[src/rtl/instruction_fetch_unit_if.sv]
// Bus bundle between the instruction fetch unit, its instruction BRAM, the
// core controller and the decode stage.
//   slave  : the fetch unit (drives IMEM_*, IF_ID_*, IF_* status/counters)
//   master : the surrounding core / testbench (drives control, decode and BRAM data)
// Clock and reset are kept as plain ports on the fetch unit.
interface instruction_fetch_unit_if #(
  parameter int IMEM_AW = 10,
  parameter int CNT_W   = 32
);
  // core control
  logic               Start;
  logic [31:0]        Core_StartPC;
  logic               Halt;
  // decode stage
  logic               ID_stall;
  logic               ID_PCSrc;
  logic [31:0]        ID_new_PC;
  // instruction BRAM
  logic [IMEM_AW-1:0] IMEM_Addr;
  logic               IMEM_En;
  logic [31:0]        IMEM_ReadData;
  // IF/ID register view and status
  logic [31:0]        IF_ID_Instruction;
  logic [31:0]        IF_ID_PC4;
  logic               IF_Running;
  logic [CNT_W-1:0]   IF_FetchCount;
  logic [CNT_W-1:0]   IF_StallCount;
  logic [CNT_W-1:0]   IF_RedirectCount;

  modport slave (
    input  Start, Core_StartPC, Halt, ID_stall, ID_PCSrc, ID_new_PC, IMEM_ReadData,
    output IMEM_Addr, IMEM_En, IF_ID_Instruction, IF_ID_PC4, IF_Running,
           IF_FetchCount, IF_StallCount, IF_RedirectCount
  );

  modport master (
    output Start, Core_StartPC, Halt, ID_stall, ID_PCSrc, ID_new_PC, IMEM_ReadData,
    input  IMEM_Addr, IMEM_En, IF_ID_Instruction, IF_ID_PC4, IF_Running,
           IF_FetchCount, IF_StallCount, IF_RedirectCount
  );
endinterface

[src/rtl/instruction_fetch_unit.sv]
// Instruction fetch stage of one core.
// The instruction BRAM's registered output is the IF/ID pipeline register, so
// the next fetch address is computed combinationally and a redirect costs no
// bubble. Stalls freeze the BRAM output by dropping IMEM_En.
// Ports:
//   Clk, Rst : clock, synchronous active-high reset
//   bus      : instruction_fetch_unit_if.slave
//              in : Start, Core_StartPC, Halt, ID_stall, ID_PCSrc, ID_new_PC, IMEM_ReadData
//              out: IMEM_Addr, IMEM_En, IF_ID_Instruction, IF_ID_PC4, IF_Running,
//                   IF_FetchCount, IF_StallCount, IF_RedirectCount

// Saturating event counter; clr wins over inc.
module ifu_sat_cnt #(
  parameter int W = 32
) (
  input  logic         clk_i,
  input  logic         clr_i,
  input  logic         inc_i,
  output logic [W-1:0] cnt_o
);
  logic [W-1:0] cnt_q, cnt_d;

  always_comb begin
    cnt_d = cnt_q;
    if (clr_i)                      cnt_d = '0;
    else if (inc_i && cnt_q != '1)  cnt_d = cnt_q + 1'b1;
  end

  always_ff @(posedge clk_i) cnt_q <= cnt_d;

  assign cnt_o = cnt_q;
endmodule

module instruction_fetch_unit #(
  parameter int          IMEM_AW  = 10,
  parameter logic [31:0] NOP_WORD = 32'h0000_0000,
  parameter int          CNT_W    = 32
) (
  input  logic                      Clk,
  input  logic                      Rst,
  instruction_fetch_unit_if.slave   bus
);
  localparam int NCNT = 3;  // fetch, stall, redirect

  typedef enum logic {IDLE, RUN} st_e;

  st_e                st_q, st_d;
  logic [31:0]        fetch_pc_q, fetch_pc_d;  // byte address of the word on IMEM_ReadData
  logic [31:0]        nxt;
  logic [IMEM_AW-1:0] addr;
  logic               en, start_acc, redirect, stall_evt;

  logic [NCNT-1:0]             cnt_inc;
  logic [NCNT-1:0][CNT_W-1:0]  cnt_val;

  always_comb begin
    st_d       = st_q;
    fetch_pc_d = fetch_pc_q;
    nxt        = fetch_pc_q;
    addr       = fetch_pc_q[IMEM_AW+1:2];
    en         = 1'b0;
    start_acc  = 1'b0;
    redirect   = 1'b0;
    stall_evt  = 1'b0;
    case (st_q)
      IDLE: begin
        addr = bus.Core_StartPC[IMEM_AW+1:2];
        if (bus.Start) begin
          en         = 1'b1;
          start_acc  = 1'b1;
          st_d       = RUN;
          fetch_pc_d = bus.Core_StartPC & ~32'h3;
        end
      end
      RUN: begin
        // Halt beats stall beats redirect; a stalled decode may hold stale
        // branch operands, so its PCSrc is not trusted.
        if (bus.Halt) begin
          st_d = IDLE;
        end else if (bus.ID_stall) begin
          stall_evt = 1'b1;
        end else if (bus.ID_PCSrc) begin
          nxt      = bus.ID_new_PC & ~32'h3;
          en       = 1'b1;
          redirect = 1'b1;
        end else begin
          nxt = fetch_pc_q + 32'd4;
          en  = 1'b1;
        end
        addr = nxt[IMEM_AW+1:2];
        if (en) fetch_pc_d = nxt;
      end
      default: ;
    endcase
    // Reset must never let the BRAM move or a counter tick.
    if (Rst) begin
      en        = 1'b0;
      start_acc = 1'b0;
      redirect  = 1'b0;
      stall_evt = 1'b0;
    end
  end

  always_ff @(posedge Clk) begin
    if (Rst) begin
      st_q       <= IDLE;
      fetch_pc_q <= '0;
    end else begin
      st_q       <= st_d;
      fetch_pc_q <= fetch_pc_d;
    end
  end

  // IDLE never increments: en in IDLE only comes from Start, which clears.
  assign cnt_inc[0] = (st_q == RUN) && en;
  assign cnt_inc[1] = (st_q == RUN) && stall_evt;
  assign cnt_inc[2] = (st_q == RUN) && redirect;

  for (genvar g = 0; g < NCNT; g++) begin : g_cnt
    ifu_sat_cnt #(.W(CNT_W)) u_cnt (
      .clk_i (Clk),
      .clr_i (Rst | start_acc),
      .inc_i (cnt_inc[g]),
      .cnt_o (cnt_val[g])
    );
  end

  assign bus.IMEM_Addr         = addr;
  assign bus.IMEM_En           = en;
  assign bus.IF_ID_Instruction = (st_q == RUN) ? bus.IMEM_ReadData : NOP_WORD;
  assign bus.IF_ID_PC4         = fetch_pc_q + 32'd4;
  assign bus.IF_Running        = (st_q == RUN);
  assign bus.IF_FetchCount     = cnt_val[0];
  assign bus.IF_StallCount     = cnt_val[1];
  assign bus.IF_RedirectCount  = cnt_val[2];
endmodule
[src/flat_wrapper.sv]
// flat-port wrapper written by rule: the top's interface ports become plain ports
module instruction_fetch_unit_flat 
#(
  parameter int          IMEM_AW  = 10,
  parameter logic [31:0] NOP_WORD = 32'h0000_0000,
  parameter int          CNT_W    = 32
)
  (Clk, Rst, bus_Start, bus_Core_StartPC, bus_Halt, bus_ID_stall, bus_ID_PCSrc, bus_ID_new_PC, bus_IMEM_ReadData, bus_IMEM_Addr, bus_IMEM_En, bus_IF_ID_Instruction, bus_IF_ID_PC4, bus_IF_Running, bus_IF_FetchCount, bus_IF_StallCount, bus_IF_RedirectCount);
  instruction_fetch_unit_if #(.IMEM_AW(IMEM_AW), .CNT_W(CNT_W)) bus_i ();
  input  logic Clk;
  input  logic Rst;
  input wire logic [$bits(bus_i.Start)-1:0] bus_Start;
  input wire logic [$bits(bus_i.Core_StartPC)-1:0] bus_Core_StartPC;
  input wire logic [$bits(bus_i.Halt)-1:0] bus_Halt;
  input wire logic [$bits(bus_i.ID_stall)-1:0] bus_ID_stall;
  input wire logic [$bits(bus_i.ID_PCSrc)-1:0] bus_ID_PCSrc;
  input wire logic [$bits(bus_i.ID_new_PC)-1:0] bus_ID_new_PC;
  input wire logic [$bits(bus_i.IMEM_ReadData)-1:0] bus_IMEM_ReadData;
  output wire logic [$bits(bus_i.IMEM_Addr)-1:0] bus_IMEM_Addr;
  output wire logic [$bits(bus_i.IMEM_En)-1:0] bus_IMEM_En;
  output wire logic [$bits(bus_i.IF_ID_Instruction)-1:0] bus_IF_ID_Instruction;
  output wire logic [$bits(bus_i.IF_ID_PC4)-1:0] bus_IF_ID_PC4;
  output wire logic [$bits(bus_i.IF_Running)-1:0] bus_IF_Running;
  output wire logic [$bits(bus_i.IF_FetchCount)-1:0] bus_IF_FetchCount;
  output wire logic [$bits(bus_i.IF_StallCount)-1:0] bus_IF_StallCount;
  output wire logic [$bits(bus_i.IF_RedirectCount)-1:0] bus_IF_RedirectCount;
  assign bus_i.Start = bus_Start;
  assign bus_i.Core_StartPC = bus_Core_StartPC;
  assign bus_i.Halt = bus_Halt;
  assign bus_i.ID_stall = bus_ID_stall;
  assign bus_i.ID_PCSrc = bus_ID_PCSrc;
  assign bus_i.ID_new_PC = bus_ID_new_PC;
  assign bus_i.IMEM_ReadData = bus_IMEM_ReadData;
  assign bus_IMEM_Addr = bus_i.IMEM_Addr;
  assign bus_IMEM_En = bus_i.IMEM_En;
  assign bus_IF_ID_Instruction = bus_i.IF_ID_Instruction;
  assign bus_IF_ID_PC4 = bus_i.IF_ID_PC4;
  assign bus_IF_Running = bus_i.IF_Running;
  assign bus_IF_FetchCount = bus_i.IF_FetchCount;
  assign bus_IF_StallCount = bus_i.IF_StallCount;
  assign bus_IF_RedirectCount = bus_i.IF_RedirectCount;
  instruction_fetch_unit #(.IMEM_AW(IMEM_AW), .NOP_WORD(NOP_WORD), .CNT_W(CNT_W)) u_core (.Clk(Clk), .Rst(Rst), .bus(bus_i));
endmodule
[config.mk]
export PLATFORM = sky130hd
export DESIGN_NAME = instruction_fetch_unit_flat
export DESIGN_NICKNAME = d
export VERILOG_FILES = /design/src/rtl/instruction_fetch_unit_if.sv /design/src/rtl/instruction_fetch_unit.sv /design/src/flat_wrapper.sv
export SDC_FILE = /design/constraint.sdc
export NUM_CORES = 1
export LEC_CHECK = 0
export CORE_ASPECT_RATIO = 1.1
export CORE_MARGIN = 2
export CORE_UTILIZATION = 42
export CTS_CLUSTER_SIZE = 16
export DETAILED_ROUTE_END_ITERATION = 12
export PLACE_DENSITY = 0.78
export SLEW_MARGIN = 20
export SYNTH_ARGS = -nofsm -noshare
export SYNTH_HDL_FRONTEND = slang
export SYNTH_HIERARCHICAL = 1
export SYNTH_SLANG_ARGS = --single-unit
[constraint.sdc]
create_clock -name Clk -period 3.8 [get_ports Clk]
set_input_delay 1.14 -clock Clk [delete_from_list [all_inputs] [get_ports Clk]]
set_output_delay 1.14 -clock Clk [all_outputs]
set_load 0.005 [all_outputs]
---- After elaboration in Yosys (flattened, before gate mapping) ----
Cells that the tools add are included.
word-level totals
  logic and storage cells ................. 54
  flip-flop bits (word level) ............. 129
cells by class
  bitwise gates (word level) .............. 2
  reduce and logical (&&, ||, !) cells .... 8
  $add $sub $neg .......................... 4
  multiplexer cells ....................... 27
  eq/ne operators ......................... 7
operators by type and width
  operator                                       number
  2-to-1 mux 32 bit                              6
  adder 32 x 1 -> 32 bit, second input constant  3
  inequality test 32 bit, second input constant  3
  one-hot mux 32 bit (2 select lines)            1
  adder 32 x 3 -> 32 bit, second input constant  1
  one-hot mux 10 bit (2 select lines)            1
  2-to-1 mux 1 bit                               17
  inequality test 2 bit, second input constant   4
  logical AND 1 bit                              6
  one-hot mux 1 bit (2 select lines)             2
  AND reduction 4 bit                            1
  AND reduction 2 bit                            1
  NOT 1 bit                                      1
  OR 1 bit                                       1

---- Longest topological paths before layout ----
Gate-level depths: netlist of the first run.
  word-level depth ........................ 7
  gate-level depth with buffers ........... 11

---- Cells and area by module ----
The synthesis of the first run kept the hierarchy.
by module, submodules not included
  module                  sequential area each (sq um)  area each (sq um)  times used  cells an instance
  ifu_sat_cnt             640.6                         1674.1             3           199
  instruction_fetch_unit  620.6                         2997.9             1           417

---- Least setup slack after synthesis of the first run ----
Ideal clock, no wire load.
  path kind ............................... input-to-reg
  start point ............................. input port bus_Halt
  end point ............................... register u_core.g_cnt[2].u_cnt.cnt_q[31]
  setup time .............................. 0.121 ns
  slack ................................... -0.175 ns
  required time ........................... 3.679 ns
  stages .................................. 11
  data arrival time ....................... 3.854 ns
  cells stage by stage .................... or3b_1 > buf_2 > buf_6 > buf_6 > nor2_1 > and2_1 > nand4_1 > nor4_2 > nand4_1 > nor4_1 > mux2_2
on the way
  longest elaborated chain between the ends .. 5
ends and longest elaborated chain
  item                         line                           text
  start, declared              flat_wrapper.sv:14             input wire logic [$bits(bus_i.Halt)-1:0] bus_Halt;
  2-to-1 mux 1 bit             instruction_fetch_unit.sv:78   if (bus.Halt) begin
  2-to-1 mux 1 bit             instruction_fetch_unit.sv:65   case (st_q)
  2-to-1 mux 1 bit             instruction_fetch_unit.sv:96   if (Rst) begin
  logical AND 1 bit            instruction_fetch_unit.sv:117  assign cnt_inc[2] = (st_q == RUN) && redirect;
  named net u_core.cnt_inc[2]  instruction_fetch_unit.sv:53   logic [NCNT-1:0] cnt_inc;
  logical AND 1 bit            instruction_fetch_unit.sv:26   else if (inc_i && cnt_q != '1) cnt_d = cnt_q + 1'b1;
  end signal, assigned         instruction_fetch_unit.sv:29   always_ff @(posedge clk_i) cnt_q <= cnt_d;
  end, declared                instruction_fetch_unit.sv:21   logic [W-1:0] cnt_q, cnt_d;
The timed path passes the listed nets, and every way through them passes these cells.
A chain may end at the register's enable or synchronous reset.

---- Final worst setup path of the first run ----
  start point ............................. input port bus_Halt
  end point ............................... output port bus_IMEM_Addr[4]
on the way
  longest elaborated chain between the ends .. 2
ends and longest elaborated chain
  item                                 line                          text
  2-to-1 mux 32 bit                    instruction_fetch_unit.sv:78
  one-hot mux 10 bit (2 select lines)  instruction_fetch_unit.sv:65
  end, declared                        flat_wrapper.sv:19            output wire logic [$bits(bus_i.IMEM_Addr)-1:0] bus_IMEM_Addr;
Every way passes these cells. The select of a mux whose other input is x is not followed.

==> flow_summary.ini, run 1 <==
[outcome]
status = finished clean

[critical_path]
crit_arrival_ns = 2.59
critPathLaunchType = input port
r2r_cells = 12
worstPathRequired_ns = 2.66
cp_max_fo = 4
critPathCaptureType = output pin
critPathKind = in2out

[floorplanning]
dieWidth_um = 135.8
design.core.area_mm2 = 0.01890
rows = 53
initial_core_util_pct = 42.44
die-area_mm2 = 0.02022
fp.dieH_um = 148.9
io_pins = 274

[yosys]
avgSynthCellArea_um2 = 7.909
synth.distinct_cells = 71
synthCells = 1014
synth_area_mm2 = 0.008020
async_flop_share_pct = 0
synth_ff_type = dfxtp_1
seq_area_frac_synth_pct = 31.70
yosysWarnings = 6
synth-seq-cells = 127
synth_edf_count = 0

[final_layout]
layout_common_cells = clkdlybuf4s50_1 (252), dfxtp_1 (121), a21oi_1 (90)
fillers = 1680
synthToLayoutAreaGrowth_pct = 48.05
fin_area_mm2 = 0.01187
final_common_cell = clkdlybuf4s50_1
nets = 1406
instances_no_fill = 1558
post_route_cells_drive_above_1_share_pct = 14.11
multi_input_area_mm2 = 0.005144
antennaDiodeCount = 0
regArea_mm2 = 0.002550

[drt]
drt_wl_total_um = 27340
drc_errors = 0
first_pass_iters = 5
final_antenna_net_count = 0
drt_iter0_drc = 456
vias = 9030
wl_per_cell_um = 17.55
viasPerCell = 5.796

[sta]
fin_crit_sh_pct = 98.21
clock.fmax_mhz = 268.0
finalCriticalPeriod_ns = 3.732
clock_skew_ns = 0.01530
slew_viol_final = 0
hold_viol = 0
slew-limit-headroom_pct = 57.92
worstMarginPinSlew_ns = 0.6264
timing.setup.tns_ns = 0
setup-violations-final = 0

[clocking]
tritoncts = done
cts_root_buf = clkbuf_16
clockBufferDepth = 2
insertion_delay_ns = 0.42
cts.sinks = 127
clkTransAtPathRegs_ns = 0.06
ctsHoldBuffers = 0
htreeDepth = 4
cts_buffers = 17

[hold_path]
worstHoldPathCells = 2
worst_hold_path_type = reg2reg

[power_and_ir_drop]
power.share.sequential_pct = 41.0
sw_frac_of_total_pct = 25.59
switchingPower_uw = 882.1
p_per_area_mw_per_mm2 = 290.3
total_power_mw = 3.447
clkPwrFrac_pct = 43.6
vdd_drop_max_mv = 0.2370
power.leakage_nw = 3.997
comb_power_share_pct = 15.4
p_int_mw = 2.565

[grt]
grt_pass1_vias = 8532
grt_overflow_total = 0
grt_max_degree = 42
antenna_found_initial = 0
grt_pass1_wl_um = 42990
grt.total_usage_pct = 26.52

[placed_design]
port_buffers = 267
gp_congestion = 0.8813
placed_area_mm2 = 0.01118
dp_hpwl_um = 20260
place_inst = 1520

[flow_run]
maxCapViolations = 0
==> synth_stat cells (37+ instances only) <==
| cell type | count | area (um2) |
|---|---|---|
| dfxtp_1 | 127 | 2542 |
| a21oi_1 | 94 | 470.5 |
| nor2_1 | 80 | 300.3 |
| nand2_1 | 68 | 255.2 |
| nand3_1 | 57 | 285.3 |
| nand4_1 | 45 | 281.5 |
| o21ai_0 | 43 | 215.2 |
| or4_1 | 40 | 300.3 |
| xnor2_1 | 40 | 350.3 |
| and2_1 | 38 | 237.7 |
| clkbuf_1 | 37 | 138.9 |
| o31ai_1 | 37 | 277.8 |
==> area by class of cell <==
| class | instances | area share [%] |
|---|---|---|
| multi-input cells | 792 | 43.32 |
| inverters | 13 | 0.4110 |
| flip-flops and latches | 127 | 21.48 |
| repair buffers | 349 | 27.66 |
| clock inverters | 11 | 0.8008 |
| clock buffers | 19 | 3.730 |
| well taps | 247 | 2.603 |
==> power groups by stage <==
| stage | Sequential, mW | Clock [mW] | Combinational [mW] |
|---|---|---|---|
| 2_1_floorplan | 1.41 | 0 | 0.243 |
| 3_3_place_gp | 1.43 | 0 | 0.521 |
| 3_5_place_dp | 1.44 | 0 | 0.523 |
| 4_1_cts | 1.41 | 1.53 | 0.530 |
| 5_1_grt | 1.42 | 1.60 | 0.570 |
| 6_report | 1.41 | 1.50 | 0.532 |
==> critical path, stage by stage <==
cell and delay, ns:
dlygate4sd2_1 0.26, or3b_4 0.45, buf_4 0.16, a21oi_1 0.12, o21ai_1 0.10, nand2_1 0.11
dlygate4sd2_1 0.25
==> stage by stage <==
step                      hold slack (ns)  worst slack [ns]  util (%)
after floorplan                    0.4807          -0.04468         -
after global placement             0.4785           -0.4645     59.17
after detailed placement           0.4899           -0.4748     59.17
after CTS                          0.5000          0.005460     62.58
after global routing               0.5332         -0.005089     62.83
final                              0.4958           0.06801     62.83
==> registers in the layout, indices dropped and copies added, names as in the netlist <==
signal / count
u_core/g_cnt.u_cnt/cnt_o: 96
u_core/fetch_pc_q: 30
u_core/bus.IF_Running: 1
==> per-layer routing <==
layer | GRT usage, % | part of all wire [%]
met5 | 0 | 0
met4 | 10.94 | 2.7
met3 | 4.723 | 5.6
met2 | 47.98 | 52
met1 | 30.65 | 40
==> path summary, 6_finish.rpt <==
check	start	end	slack, ns
setup / recovery	bus_Halt	bus_IMEM_Addr[4]	0.07
setup reg to reg	u_core/bus.IF_Running	u_core/g_cnt[2].u_cnt/cnt_o[23]	0.60
hold reg to reg	u_core/g_cnt[0].u_cnt/cnt_o[23]	u_core/g_cnt[0].u_cnt/cnt_o[23]	0.50
hold / removal	u_core/g_cnt[0].u_cnt/cnt_o[23]	u_core/g_cnt[0].u_cnt/cnt_o[23]	0.50
==> logic make-up after synthesis <==
logic type	after synthesis	share of synthesized area, %
adders and majority gates	4	0.6240
xor gates and xnor gates	48	5.242
buffers and inverters	96	5.819
and+or+nand+nor	480	34.65
DFF	127	31.70
AOI/OAI and AO/OA	244	20.08
other	1	0.04676
muxes	14	1.841
==> timing repair <==
item / CTS / global route
setup buffers: 5 / 3
pin swaps: 5 / 5
endpoints found under the setup margin: 18 / 15
gates cloned: 0 / 0
gates resized for setup: 36 / 13
(Power assumes the default switching activity.)
==> run 2: changes to the inputs <==
--- a/config.mk
+++ b/config.mk
@@ -11,6 +11,7 @@
 export CTS_CLUSTER_SIZE = 16
 export DETAILED_ROUTE_END_ITERATION = 12
 export PLACE_DENSITY = 0.78
+export SKIP_LAST_GASP = 1
 export SLEW_MARGIN = 20
 export SYNTH_ARGS = -nofsm -noshare
 export SYNTH_HDL_FRONTEND = slang
==> flow_summary.ini, run 2 (same netlist as run 1, synthesis figures left out) <==
[drt]
drt_iter0_drc = 477
drt_wl_total_um = 27390
vias = 9089
wl_per_cell_um = 17.54
final_antenna_net_count = 0
drc_errors = 0
first_pass_iters = 5
viasPerCell = 5.819

[critical_path]
worstPathRequired_ns = 2.66
critPathKind = in2out
r2r_cells = 12
timing.rr.end = u_core/g_cnt[2].u_cnt/cnt_o[23]
crit_arrival_ns = 2.62
r2r_start = u_core/bus.IF_Running
critPathCaptureType = output pin
critPathLaunchType = input port
regToRegSetupSlack_ns = 0.60
cp_max_fo = 5

[floorplanning]
dieWidth_um = 135.8
rows = 53
initial_core_util_pct = 42.44
design.core.area_mm2 = 0.01890
die-area_mm2 = 0.02022
io_pins = 274
fp.dieH_um = 148.9

[clocking]
ctsHoldBuffers = 0
clkTransAtPathRegs_ns = 0.06
insertion_delay_ns = 0.42
clockBufferDepth = 2
htreeDepth = 4
cts.sinks = 127
tritoncts = done
cts_buffers = 17
cts_root_buf = clkbuf_16

[placed_design]
gp_congestion = 0.8813
placed_area_mm2 = 0.01118
place_inst = 1520
dp_hpwl_um = 20260
port_buffers = 267

[sta]
rsz0062_at_grt = true
clock.fmax_mhz = 265.9
slew-limit-headroom_pct = 58.21
slew_viol_final = 0
clock_skew_ns = 0.01585
finalCriticalPeriod_ns = 3.761
hold_viol = 0
worstMarginPinSlew_ns = 0.6220
setup-violations-final = 0
fin_crit_sh_pct = 98.97

[final_layout]
fin_area_mm2 = 0.01192
post_route_cells_drive_above_1_share_pct = 14.30
nets = 1410
synthToLayoutAreaGrowth_pct = 48.60
largest_register_ffs = 96
antennaDiodeCount = 0
final_common_cell = clkdlybuf4s50_1
instances_no_fill = 1562
fillers = 1669
layout_common_cells = clkdlybuf4s50_1 (252), dfxtp_1 (121), a21oi_1 (89)

[power_and_ir_drop]
power.leakage_nw = 4.027
vdd_drop_max_mv = 0.2359
p_per_area_mw_per_mm2 = 289.9

[grt]
antenna_found_initial = 0
grt_overflow_total = 0
grt.total_usage_pct = 26.53
grt_max_degree = 42
grt_pass1_wl_um = 42980
grt_pass1_vias = 8546

[outcome]
status = finished clean

[hold_path]
holdPathEnd = u_core/g_cnt[0].u_cnt/cnt_o[23]
worst_hold_path_type = reg2reg
worstHoldPathCells = 2
min_from = u_core/g_cnt[0].u_cnt/cnt_o[23]

[flow_run]
maxCapViolations = 0
-- run 2: changes by cell type in the layout (fill, tap and decap cells not counted) --
cell,delta
or4_4,-1
a21oi_1,-1
dlygate4sd2_1,-1
buf_12,+1
nand2_1,+1
dlymetal6s2s_1,+1
a21oi_2,+1
or4_1,+1
nand2_2,-1
buf_4,+3
-- run 2: how the worst max path moves through the flow --
stage | from | end | cells after the start
2_1_floorplan | bus_Halt | u_core/g_cnt[2].u_cnt/cnt_o[31] | 11
3_3_place_gp | bus_Halt | bus_IMEM_Addr[7] | 6
3_5_place_dp | bus_Halt | bus_IMEM_Addr[8] | 6
4_1_cts | bus_ID_stall | bus_IMEM_Addr[8] | 6
5_1_grt | bus_Halt | bus_IMEM_Addr[3] | 9
6_report | bus_Halt | bus_IMEM_Addr[4] | 9
-- run 2: layout make-up --
type / count / area, um2 / area share [%]
multi-input cells: 792 / 5141 / 43.14
repair buffers: 353 / 3331 / 27.95
flip-flops and latches: 127 / 2550 / 21.40
clock buffers: 19 / 442.9 / 3.717
well taps: 247 / 309.0 / 2.593
clock inverters: 11 / 95.09 / 0.7979
inverters: 13 / 48.80 / 0.4094
-- run 2: critical path, cell delays in order --
cell and delay [ns]:
dlygate4sd2_1 0.26, buf_4 0.16, or2_4 0.30, buf_12 0.14, nand2_1 0.05, nand2_1 0.05, o21ai_0 0.11, nand2_1 0.12
dlygate4sd2_1 0.29
-- run 2: what timing repair did --
action | in CTS | in global routing
pin swaps | 5 | 8
setup endpoints to repair | 18 | 16
gates resized for setup | 34 | 14
buffers inserted | 5 | 7
-- run 2: layer usage --
layer	routed length, um	vias to the layer above	GRT usage [%]	share of wire (%)
li1	-	4368	-	-
met5	0	-	0	0
met1	10810	4324	30.69	39
met3	1554	49	4.689	5.7
met2	14250	348	47.90	52
met4	782	0	11.09	2.9
-- run 2: stage by stage --
stage                     utilization [%]  worst slack, ns  total power [mW]  setup TNS, ns  hold WS (ns)
after floorplan                         -         -0.04468             1.656       -0.04468        0.4807
after global placement              59.17          -0.4645             1.956         -9.231        0.4785
after detailed placement            59.17          -0.4748             1.960         -10.43        0.4899
after CTS                           62.57         -0.08413             3.471       -0.08413        0.5000
after global routing                63.06         -0.05997             3.588        -0.1212        0.5332
final                               63.06          0.03913             3.455              0        0.4959
-- run 2: report_power, final --
| part | internal [mW] | switching (mW) | total, mW |
|---|---|---|---|
| Clock | 0.903 | 0.603 | 1.51 |
| Combinational | 0.303 | 0.235 | 0.538 |
| Sequential | 1.36 | 0.0485 | 1.41 |
